<file path="src/rtl/regfile_pkg.sv">
// Shared types and helpers for the multi-port register file:
// FSM state encoding, default geometry and the init-sweep fill value.
package regfile_pkg;

  typedef enum logic {
    RF_INIT,
    RF_READY
  } rf_state_t;

  localparam int DEFAULT_DATA_W   = 32;
  localparam int DEFAULT_NUM_REGS = 32;
  localparam int MAX_DATA_W       = 64;

  // Mode 1 seeds each register with its own index; anything else clears it.
  function automatic logic [MAX_DATA_W-1:0] init_value(input int unsigned idx, input int init_mode);
    logic [MAX_DATA_W-1:0] value;
    value = '0;
    if (init_mode == 1) value = MAX_DATA_W'(idx);
    return value;
  endfunction

endpackage

</file>
<file path="src/rtl/regfile_read_port.sv">
// One registered read port: hardwired-zero and write-bypass selection in
// front of the output data register.
module regfile_read_port
  import regfile_pkg::*;
#(
  parameter int DATA_W   = DEFAULT_DATA_W,
  parameter int ADDR_W   = 5,
  parameter int ZERO_REG = 1,
  parameter int BYPASS   = 1
) (
  input  logic              clk,
  input  logic              rst,
  input  logic              rd_accept,
  input  logic [ADDR_W-1:0] rd_addr,
  input  logic [DATA_W-1:0] reg_value,
  input  logic              wr_commit,
  input  logic [ADDR_W-1:0] wr_addr,
  input  logic [DATA_W-1:0] wr_data,
  output logic [DATA_W-1:0] rd_data
);

  logic [DATA_W-1:0] value;

  // reg_value is the array contents before this cycle's write lands.
  always_comb begin
    value = reg_value;
    if (ZERO_REG != 0 && rd_addr == '0) begin
      value = '0;
    end else if (BYPASS != 0 && wr_commit && rd_addr == wr_addr) begin
      value = wr_data;
    end
  end

  always_ff @(posedge clk) begin
    if (rst) begin
      rd_data <= '0;
    end else if (rd_accept) begin
      rd_data <= value;
    end
  end

endmodule

</file>
<file path="src/rtl/register_file_mp.sv">
// Parametrised multi-port register file for decode/operand fetch: registered
// reads with valid, write bypass, optional zero register and a post-reset init sweep.
module register_file_mp
  import regfile_pkg::*;
#(
  parameter int   DATA_W    = DEFAULT_DATA_W,
  parameter int   NUM_REGS  = DEFAULT_NUM_REGS,
  parameter int   NUM_RD    = 2,
  parameter int   ZERO_REG  = 1,
  parameter int   INIT_MODE = 1,
  parameter int   BYPASS    = 1,
  localparam int  ADDR_W    = $clog2(NUM_REGS)
) (
  input  logic                     clk,
  input  logic                     rst,
  input  logic                     rd_en,
  input  logic [NUM_RD*ADDR_W-1:0] rd_addr,
  output logic [NUM_RD*DATA_W-1:0] rd_data,
  output logic                     rd_valid,
  input  logic                     wr_en,
  input  logic [ADDR_W-1:0]        wr_addr,
  input  logic [DATA_W-1:0]        wr_data,
  output logic                     wr_ack,
  output logic                     busy
);

  rf_state_t         state_q, state_d;
  logic [ADDR_W-1:0] idx_q, idx_d;
  logic [DATA_W-1:0] regs [NUM_REGS];
  logic              ready;
  logic              rd_accept;

  assign ready     = (state_q == RF_READY);
  assign busy      = (state_q == RF_INIT);
  assign wr_ack    = wr_en && ready;
  assign rd_accept = rd_en && ready;

  always_ff @(posedge clk) begin
    if (rst) begin
      state_q <= RF_INIT;
      idx_q   <= '0;
    end else begin
      state_q <= state_d;
      idx_q   <= idx_d;
    end
  end

  // Sweep walks every index once, then the file stays ready until the next reset.
  always_comb begin
    state_d = state_q;
    idx_d   = idx_q;
    case (state_q)
      RF_INIT: begin
        idx_d = idx_q + 1'b1;
        if (idx_q == ADDR_W'(NUM_REGS - 1)) state_d = RF_READY;
      end
      RF_READY: begin
        state_d = RF_READY;
      end
      default: begin
        state_d = RF_INIT;
      end
    endcase
  end

  // The array has no reset; its contents are only ever established by the sweep.
  always_ff @(posedge clk) begin
    if (state_q == RF_INIT) begin
      regs[idx_q] <= DATA_W'(init_value(32'(idx_q), INIT_MODE));
    end else if (wr_ack && !(ZERO_REG != 0 && wr_addr == '0)) begin
      regs[wr_addr] <= wr_data;
    end
  end

  always_ff @(posedge clk) begin
    if (rst) begin
      rd_valid <= 1'b0;
    end else begin
      rd_valid <= rd_accept;
    end
  end

  for (genvar p = 0; p < NUM_RD; p++) begin : g_rd_port
    logic [ADDR_W-1:0] port_addr;
    assign port_addr = rd_addr[p*ADDR_W +: ADDR_W];

    regfile_read_port #(
      .DATA_W   (DATA_W),
      .ADDR_W   (ADDR_W),
      .ZERO_REG (ZERO_REG),
      .BYPASS   (BYPASS)
    ) u_read_port (
      .clk       (clk),
      .rst       (rst),
      .rd_accept (rd_accept),
      .rd_addr   (port_addr),
      .reg_value (regs[port_addr]),
      .wr_commit (wr_ack),
      .wr_addr   (wr_addr),
      .wr_data   (wr_data),
      .rd_data   (rd_data[p*DATA_W +: DATA_W])
    );
  end

endmodule
</file>
<file path="config.mk">
export PLATFORM = sky130hd
export DESIGN_NAME = register_file_mp
export DESIGN_NICKNAME = d
export VERILOG_FILES = /design/src/rtl/regfile_pkg.sv /design/src/rtl/regfile_read_port.sv /design/src/rtl/register_file_mp.sv
export SDC_FILE = /design/constraint.sdc
export NUM_CORES = 1
export LEC_CHECK = 0
export CAP_MARGIN = 20
export CORE_ASPECT_RATIO = 1.2
export CORE_MARGIN = 10
export CORE_UTILIZATION = 40
export DETAILED_ROUTE_END_ITERATION = 6
export RECOVER_POWER = 25
export SKIP_CTS_REPAIR_TIMING = 1
export SLEW_MARGIN = 20
export SYNTH_ARGS = -nofsm -noshare
export SYNTH_HDL_FRONTEND = slang
export SYNTH_SLANG_ARGS = --single-unit
</file>
<file path="constraint.sdc">
create_clock -name clk -period 4.25 [get_ports clk]
set_input_delay 1.0625 -clock clk [delete_from_list [all_inputs] [get_ports clk]]
set_output_delay 1.0625 -clock clk [all_outputs]
set_load 0.005 [all_outputs]
</file>
==> results.yml, run 1 <==
cts:
  htree_levels: 3
  clock_latency_ns: 0.75
  root_buffer: "clkbuf_16"
  cts_made_buffers: 114
  clockBufferDepth: 3
  clkSlewWorstSetupHoldPaths_ns: 0.06
  cts_tree: "done"
  clock-sinks: 1095
route:
  antenna_left: 0
  drt_first_pass_iters: 6
  wl_per_cell_um: 35.61
  vias: 31980
  vias_per_cell: 6.578
  drc: 0
  drt_iter0_drc: 4452
  totalWireLength_um: 173100
sta:
  holdWs_ns: 0.5061
  fin_skew_ns: 0.03326
  rsz0062_at_grt: "false"
  setup_ws_ns: 0.5419
  layout_min_cycle_time_ns: 3.708
  relSlewSlack: -0.9760
  worstMarginPinSlew_ns: 2.964
  setup_tns_ns: 0
  max_freq_ghz: 0.2697
  drv_slew: 239
  hold_violations: 0
  setup_viol: 0
  fin_crit_sh: 0.8725
setup_path:
  reg2regPathDepth: 5
  crit_start: "wr_addr[0]"
  rr_startpoint: "ready"
  cp-endpoint: "regs[26][16]"
  crit_type: "primary input to register"
  rrSetupSlack_ns: 1.04
  crit_path_start_kind: "primary input"
  cp-end-kind: "register"
  critical_path_required_ns: 4.53
  cp_max_fo: 32
  r2r_end: "regs[26][16]"
  critical_path_arrival_ns: 3.99
global_routing:
  antenna_found_initial: 6
  grt_pass1_wl_um: 244500
  track_usage: 0.2428
  grt_pass1_vias: 32380
  gr-total-overflow: 0
  grt_max_degree: 66
synthesis:
  synth-async-reset-ratio: 0
  ys_types: 54
  synth-main-ff-cell: "edfxtp_1"
  ys_ff_latch: 1095
  synthesis.area_sq_um: 50280
  syn_inst: 2845
  yosys_warnings: 0
  synth_area_per_cell_sq_um: 17.67
  synth_nets: 2898
  synth-edff-count: 1024
  ys_seq_area_frac: 0.6399
cells_and_area:
  layout_commonest_cell: "edfxtp_1"
  drive_gt1_frac: 0.2981
  seqCellArea_sq_um: 32170
  multi_input_area_sq_um: 17330
  nNetsFinal: 3152
  mostFrequentLayoutCells: "edfxtp_1 (1,024), mux4_2 (446), buf_4 (176)"
  final_cells: 4861
  areaGrowthSynthToFinish_pct: 18.42
  n_fill_cell: 10230
outcome:
  status: "finished with violations"
  violations: "max-capacitance violations, max-slew violations"
die:
  die_w_um: 343.6
  placementRows: 142
  die_y_um: 408.4
  coreArea_sq_um: 124900
  initial_utilization: 0.4025
  ioPinCount: 118
  die_area_sq_um: 140300
placed_design:
  numPlacedInstances: 4638
  gp_congestion: 0.9384
  hpwl_um: 112900
  pre_cts_ws_ns: 0.3369
  port_buffers: 117
pwr:
  p_per_area_nw_per_um2: 406.8
  leakagePower_uw: 0.01833
  ir_drop_mv: 0.3944
job:
  maxCapViolCount: 7
hold_path:
  hold_path_class: "register to register"
[stage by stage]
stage	utilization	cell area [sq um]	power [uW]
6_report	0.4767	59540	24220
5_1_grt	0.4766	59530	24870
4_1_cts	0.4769	59570	24330
3_5_place_dp	0.4448	55560	13850
3_3_place_gp	0.4448	55560	13810
2_1_floorplan	-	50280	13090
[worst max-delay path, cell delays in order]
cell and delay [ns]:
dlygate4sd3_1 0.57, nor4_1 0.09, buf_4 0.14, a21oi_1 0.52, buf_4 0.29, and2_0 1.28
[registers in the layout, indices dropped and copies added (netlist names)]
name                           cells
ready                              1
regs                            1024
idx_q                              5
g_rd_port.u_read_port.rd_data     64
rd_valid                           1
[logic make-up (layout without fill, tap and decap cells)]
logic type / Yosys count / count (layout) / synth area share
DFF: 1095 / 1095 / 0.6399
muxes: 612 / 612 / 0.2329
AOI/OAI and AO/OA: 476 / 476 / 0.06426
and+or+nand+nor: 404 / 404 / 0.03813
buffers and inverters: 243 / 598 / 0.02205
xor gates and xnor gates: 13 / 13 / 0.002265
adders and majority gates: 2 / 2 / 0.0004977
other: 0 / 5 / 0
[worst min-delay path by stage]
stage,from,end,slack [ns],cells past startpoint
floorplan,g_rd_port[1].u_read_port.rd_data[12],g_rd_port[1].u_read_port.rd_data[12],0.47,2
global placement,g_rd_port[1].u_read_port.rd_data[31],g_rd_port[1].u_read_port.rd_data[31],0.48,1
detailed placement,g_rd_port[1].u_read_port.rd_data[7],g_rd_port[1].u_read_port.rd_data[7],0.49,2
CTS,g_rd_port[1].u_read_port.rd_data[13],g_rd_port[1].u_read_port.rd_data[13],0.51,2
global route,g_rd_port[1].u_read_port.rd_data[29],g_rd_port[1].u_read_port.rd_data[29],0.54,2
finish,g_rd_port[1].u_read_port.rd_data[7],g_rd_port[1].u_read_port.rd_data[7],0.51,2
[synthesized netlist by cell type, types with 7 or more instances]
cell type	number	area [sq um]
o31ai_1	50	375.4
buf_2	70	350.3
nor2b_1	35	219.0
xnor2_1	7	61.31
and3_1	33	206.5
a21oi_1	47	235.2
o22ai_1	158	988.5
o221ai_1	9	78.83
nand3_1	10	50.05
or3_1	9	56.30
clkbuf_1	126	473.0
o22a_1	12	105.1
o21ai_1	21	105.1
nor2_1	133	499.2
a211oi_1	38	285.3
o21ai_0	43	215.2
a221o_1	7	70.07
or4_1	7	52.55
a22oi_1	27	202.7
a2111oi_0	17	148.9
nand2_1	120	450.4
mux2i_1	163	1632
buf_1	12	45.04
edfxtp_1	1024	30750
mux4_2	446	10040
buf_4	25	187.7
dfxtp_1	71	1421
and2_1	30	187.7
a32oi_1	33	289.0
[cell type report]
| type | count | area share |
|---|---|---|
| Multi-Input combinational cell | 1507 | 0.2911 |
| Tap cell | 1656 | 0.03480 |
| Timing Repair Buffer | 373 | 0.06576 |
| Sequential cell | 1095 | 0.5403 |
| Clock buffer | 138 | 0.05096 |
| Inverter | 8 | 0.0005044 |
| Clock inverter | 79 | 0.01637 |
| Antenna cell | 5 | 0.0002102 |
[where the power goes]
| part | total (uW) | switching [uW] | internal (uW) |
|---|---|---|---|
| clock | 10600 | 4380 | 6210 |
| sequential | 11800 | 59.2 | 11800 |
| combinational | 1800 | 1060 | 732 |
| total | 24200 | 5500 | 18700 |
[metal layers]
layer  up-vias  global-route usage  wire length, um  share of wire
li1      12560                   -                -              -
met1     16870              0.3065            62530           0.36
met3       409             0.05633            18380           0.11
met2      2135              0.3860            82210           0.47
met4         6              0.1301             9922          0.057
met5         -                   0               41        0.00024
No activity file was read; power rests on OpenSTA's default activity.
==> run 2: changes to the inputs <==
--- a/config.mk
+++ b/config.mk
@@ -5,11 +5,15 @@
 export SDC_FILE = /design/constraint.sdc
 export NUM_CORES = 1
 export LEC_CHECK = 0
+export ABC_CLOCK_PERIOD_IN_PS = 4250
 export CAP_MARGIN = 20
+export CELL_PAD_IN_SITES_DETAIL_PLACEMENT = 1
+export CELL_PAD_IN_SITES_GLOBAL_PLACEMENT = 2
 export CORE_ASPECT_RATIO = 1.2
 export CORE_MARGIN = 10
 export CORE_UTILIZATION = 40
 export DETAILED_ROUTE_END_ITERATION = 6
+export PLACE_DENSITY_LB_ADDON = 0.1
 export RECOVER_POWER = 25
 export SKIP_CTS_REPAIR_TIMING = 1
 export SLEW_MARGIN = 20
==> results.yml, run 2 (synthesis gave the netlist of run 1 again) <==
outcome:
  violations: "max-capacitance violations, max-slew violations"
  status: "finished with violations"
pwr:
  combPwrFrac: 0.078
  leakagePower_uw: 0.01872
  clkPwrFrac: 0.432
  p_switching_uw: 5607
  seq_power_share: 0.490
  internal_power_uw: 18550
  switching_share: 0.2321
  p_per_area_nw_per_um2: 405.1
  ir_drop_mv: 0.3389
cells_and_area:
  nNetsFinal: 3181
  mostFrequentLayoutCells: "edfxtp_1 (1,024), mux4_2 (446), buf_4 (196)"
  reg_top3: "regs (1024), g_rd_port.u_read_port.rd_data (64), idx_q (5)"
  top_register: "regs"
  drive_gt1_frac: 0.2992
  largest_register_ffs: 1024
  layout_commonest_cell: "edfxtp_1"
  areaGrowthSynthToFinish_pct: 18.61
cts:
  clock-sinks: 1095
  clkSlewWorstSetupHoldPaths_ns: 0.06
  htree_levels: 3
  cts_made_buffers: 114
  cts_tree: "done"
  root_buffer: "clkbuf_16"
  clock_latency_ns: 0.75
  clockBufferDepth: 3
route:
  wl_per_cell_um: 40.42
  drc: 0
  drt_first_pass_iters: 5
  drt_iter0_drc: 4070
  vias: 32380
  vias_per_cell: 6.622
  totalWireLength_um: 197700
  antenna_left: 0
sta:
  setup_viol: 0
  holdWs_ns: 0.4764
  rsz0062_at_grt: "false"
  hold_violations: 0
  worstMarginPinSlew_ns: 3.557
  max_freq_ghz: 0.2570
  setup_tns_ns: 0
  layout_min_cycle_time_ns: 3.892
  fin_crit_sh: 0.9157
  fin_skew_ns: 0.02349
  drv_slew: 139
  relSlewSlack: -1.371
setup_path:
  cp-end-kind: "register"
  crit_path_start_kind: "primary input"
  critical_path_required_ns: 4.86
  cp_num_buf_inv: 3
  critical_path_arrival_ns: 4.50
  crit_path_top_delay_cell: "clkbuf_2"
  path_delay_family: "buffers and inverters"
  path_cells: "clkbuf_2 -> or3_1 -> buf_4 -> o22ai_1 -> a2111oi_0 -> buf_4 -> o31ai_1"
  cpPeakStageDelay_ns: 0.96
  crit_type: "primary input to register"
  cp_max_fo: 24
  cpMostUsedCell: "buf_4"
die:
  die_y_um: 408.4
  placementRows: 142
  ioPinCount: 118
  coreArea_sq_um: 124900
  die_w_um: 343.6
  initial_utilization: 0.4025
  die_area_sq_um: 140300
hold_path:
  hold_path_class: "register to register"
placed_design:
  hpwl_um: 129600
  port_buffers: 117
  gp_congestion: 0.8561
global_routing:
  grt_pass1_wl_um: 273100
  track_usage: 0.2773
  antenna_found_initial: 13
  gr-total-overflow: 0
  grt_max_degree: 66
  grt_pass1_vias: 33490
job:
  maxCapViolCount: 4
## run 2: cell types whose count changed in the layout (fill, tap and decap cells not counted), sizes merged
cell | before | now
clkbuf | 152 | 164
dlymetal6s2s | 0 | 1
clkinv | 43 | 48
bufinv | 18 | 14
buf | 251 | 273
clkdlybuf4s50 | 107 | 47
clkinvlp | 16 | 5
inv | 10 | 14
dlygate4sd3 | 1 | 61
## run 2: worst paths after layout
check / from / end / slack, ns / cells past startpoint
setup / recovery: rd_addr[8] / g_rd_port[1].u_read_port.rd_data[23] / 0.36 / 7
setup reg to reg: ready / regs[24][22] / 1.03 / 6
hold reg to reg: g_rd_port[1].u_read_port.rd_data[29] / g_rd_port[1].u_read_port.rd_data[29] / 0.48 / 2
hold / removal: g_rd_port[1].u_read_port.rd_data[29] / g_rd_port[1].u_read_port.rd_data[29] / 0.48 / 2
## run 2: cell type report
| type | count | area (sq um) |
|---|---|---|
| antenna | 5 | 12.51 |
| clock buffer | 144 | 3098 |
| clock inverter | 73 | 755.7 |
| fill | 11650 | 65270 |
| inverter | 8 | 30.03 |
| multi-input combinational | 1507 | 17340 |
| sequential | 1095 | 32170 |
| tap | 1656 | 2072 |
| timing repair buffer | 402 | 4154 |
## run 2: per-stage QoR
| stage | cell area [sq um] | instances | setup WS [ns] | util | total power, uW |
|---|---|---|---|---|---|
| 2_1_floorplan | 50280 | 2845 | 0.1446 | - | 13090 |
| 3_3_place_gp | 55820 | 4667 | 0.1828 | 0.4469 | 13910 |
| 3_5_place_dp | 55820 | 4667 | 0.1171 | 0.4469 | 13940 |
| 4_1_cts | 59680 | 4884 | 0.7121 | 0.4778 | 24300 |
| 5_1_grt | 59620 | 4887 | 0.3884 | 0.4774 | 24770 |
| 6_report | 59630 | 4890 | 0.3584 | 0.4774 | 24150 |
## run 2: per-layer routing
layer / wire length [um] / up-vias / global-route usage
li1: - / 12610 / -
met1: 78660 / 17660 / 0.3775
met2: 93800 / 1782 / 0.4384
met3: 17280 / 318 / 0.04983
met4: 7873 / 8 / 0.1100
met5: 61 / - / 0
## run 2: power by group through the flow
| stage | Combinational, uW | Clock, uW | Sequential, uW |
|---|---|---|---|
| 3_3_place_gp | 1850 | 0 | 12100 |
| 2_1_floorplan | 1050 | 0 | 12000 |
| 3_5_place_dp | 1870 | 0 | 12100 |
| 4_1_cts | 1880 | 10600 | 11800 |
| 6_report | 1880 | 10400 | 11800 |
| 5_1_grt | 1960 | 11000 | 11800 |
## run 2: worst reg2reg max path, cell delays in order (launching register included)
cell and delay, ns:
dfxtp_1 0.31, buf_4 0.23, nand2_1 0.26, a21oi_4 0.29, clkbuf_1 0.30, and2_0 0.17, clkbuf_1 1.18
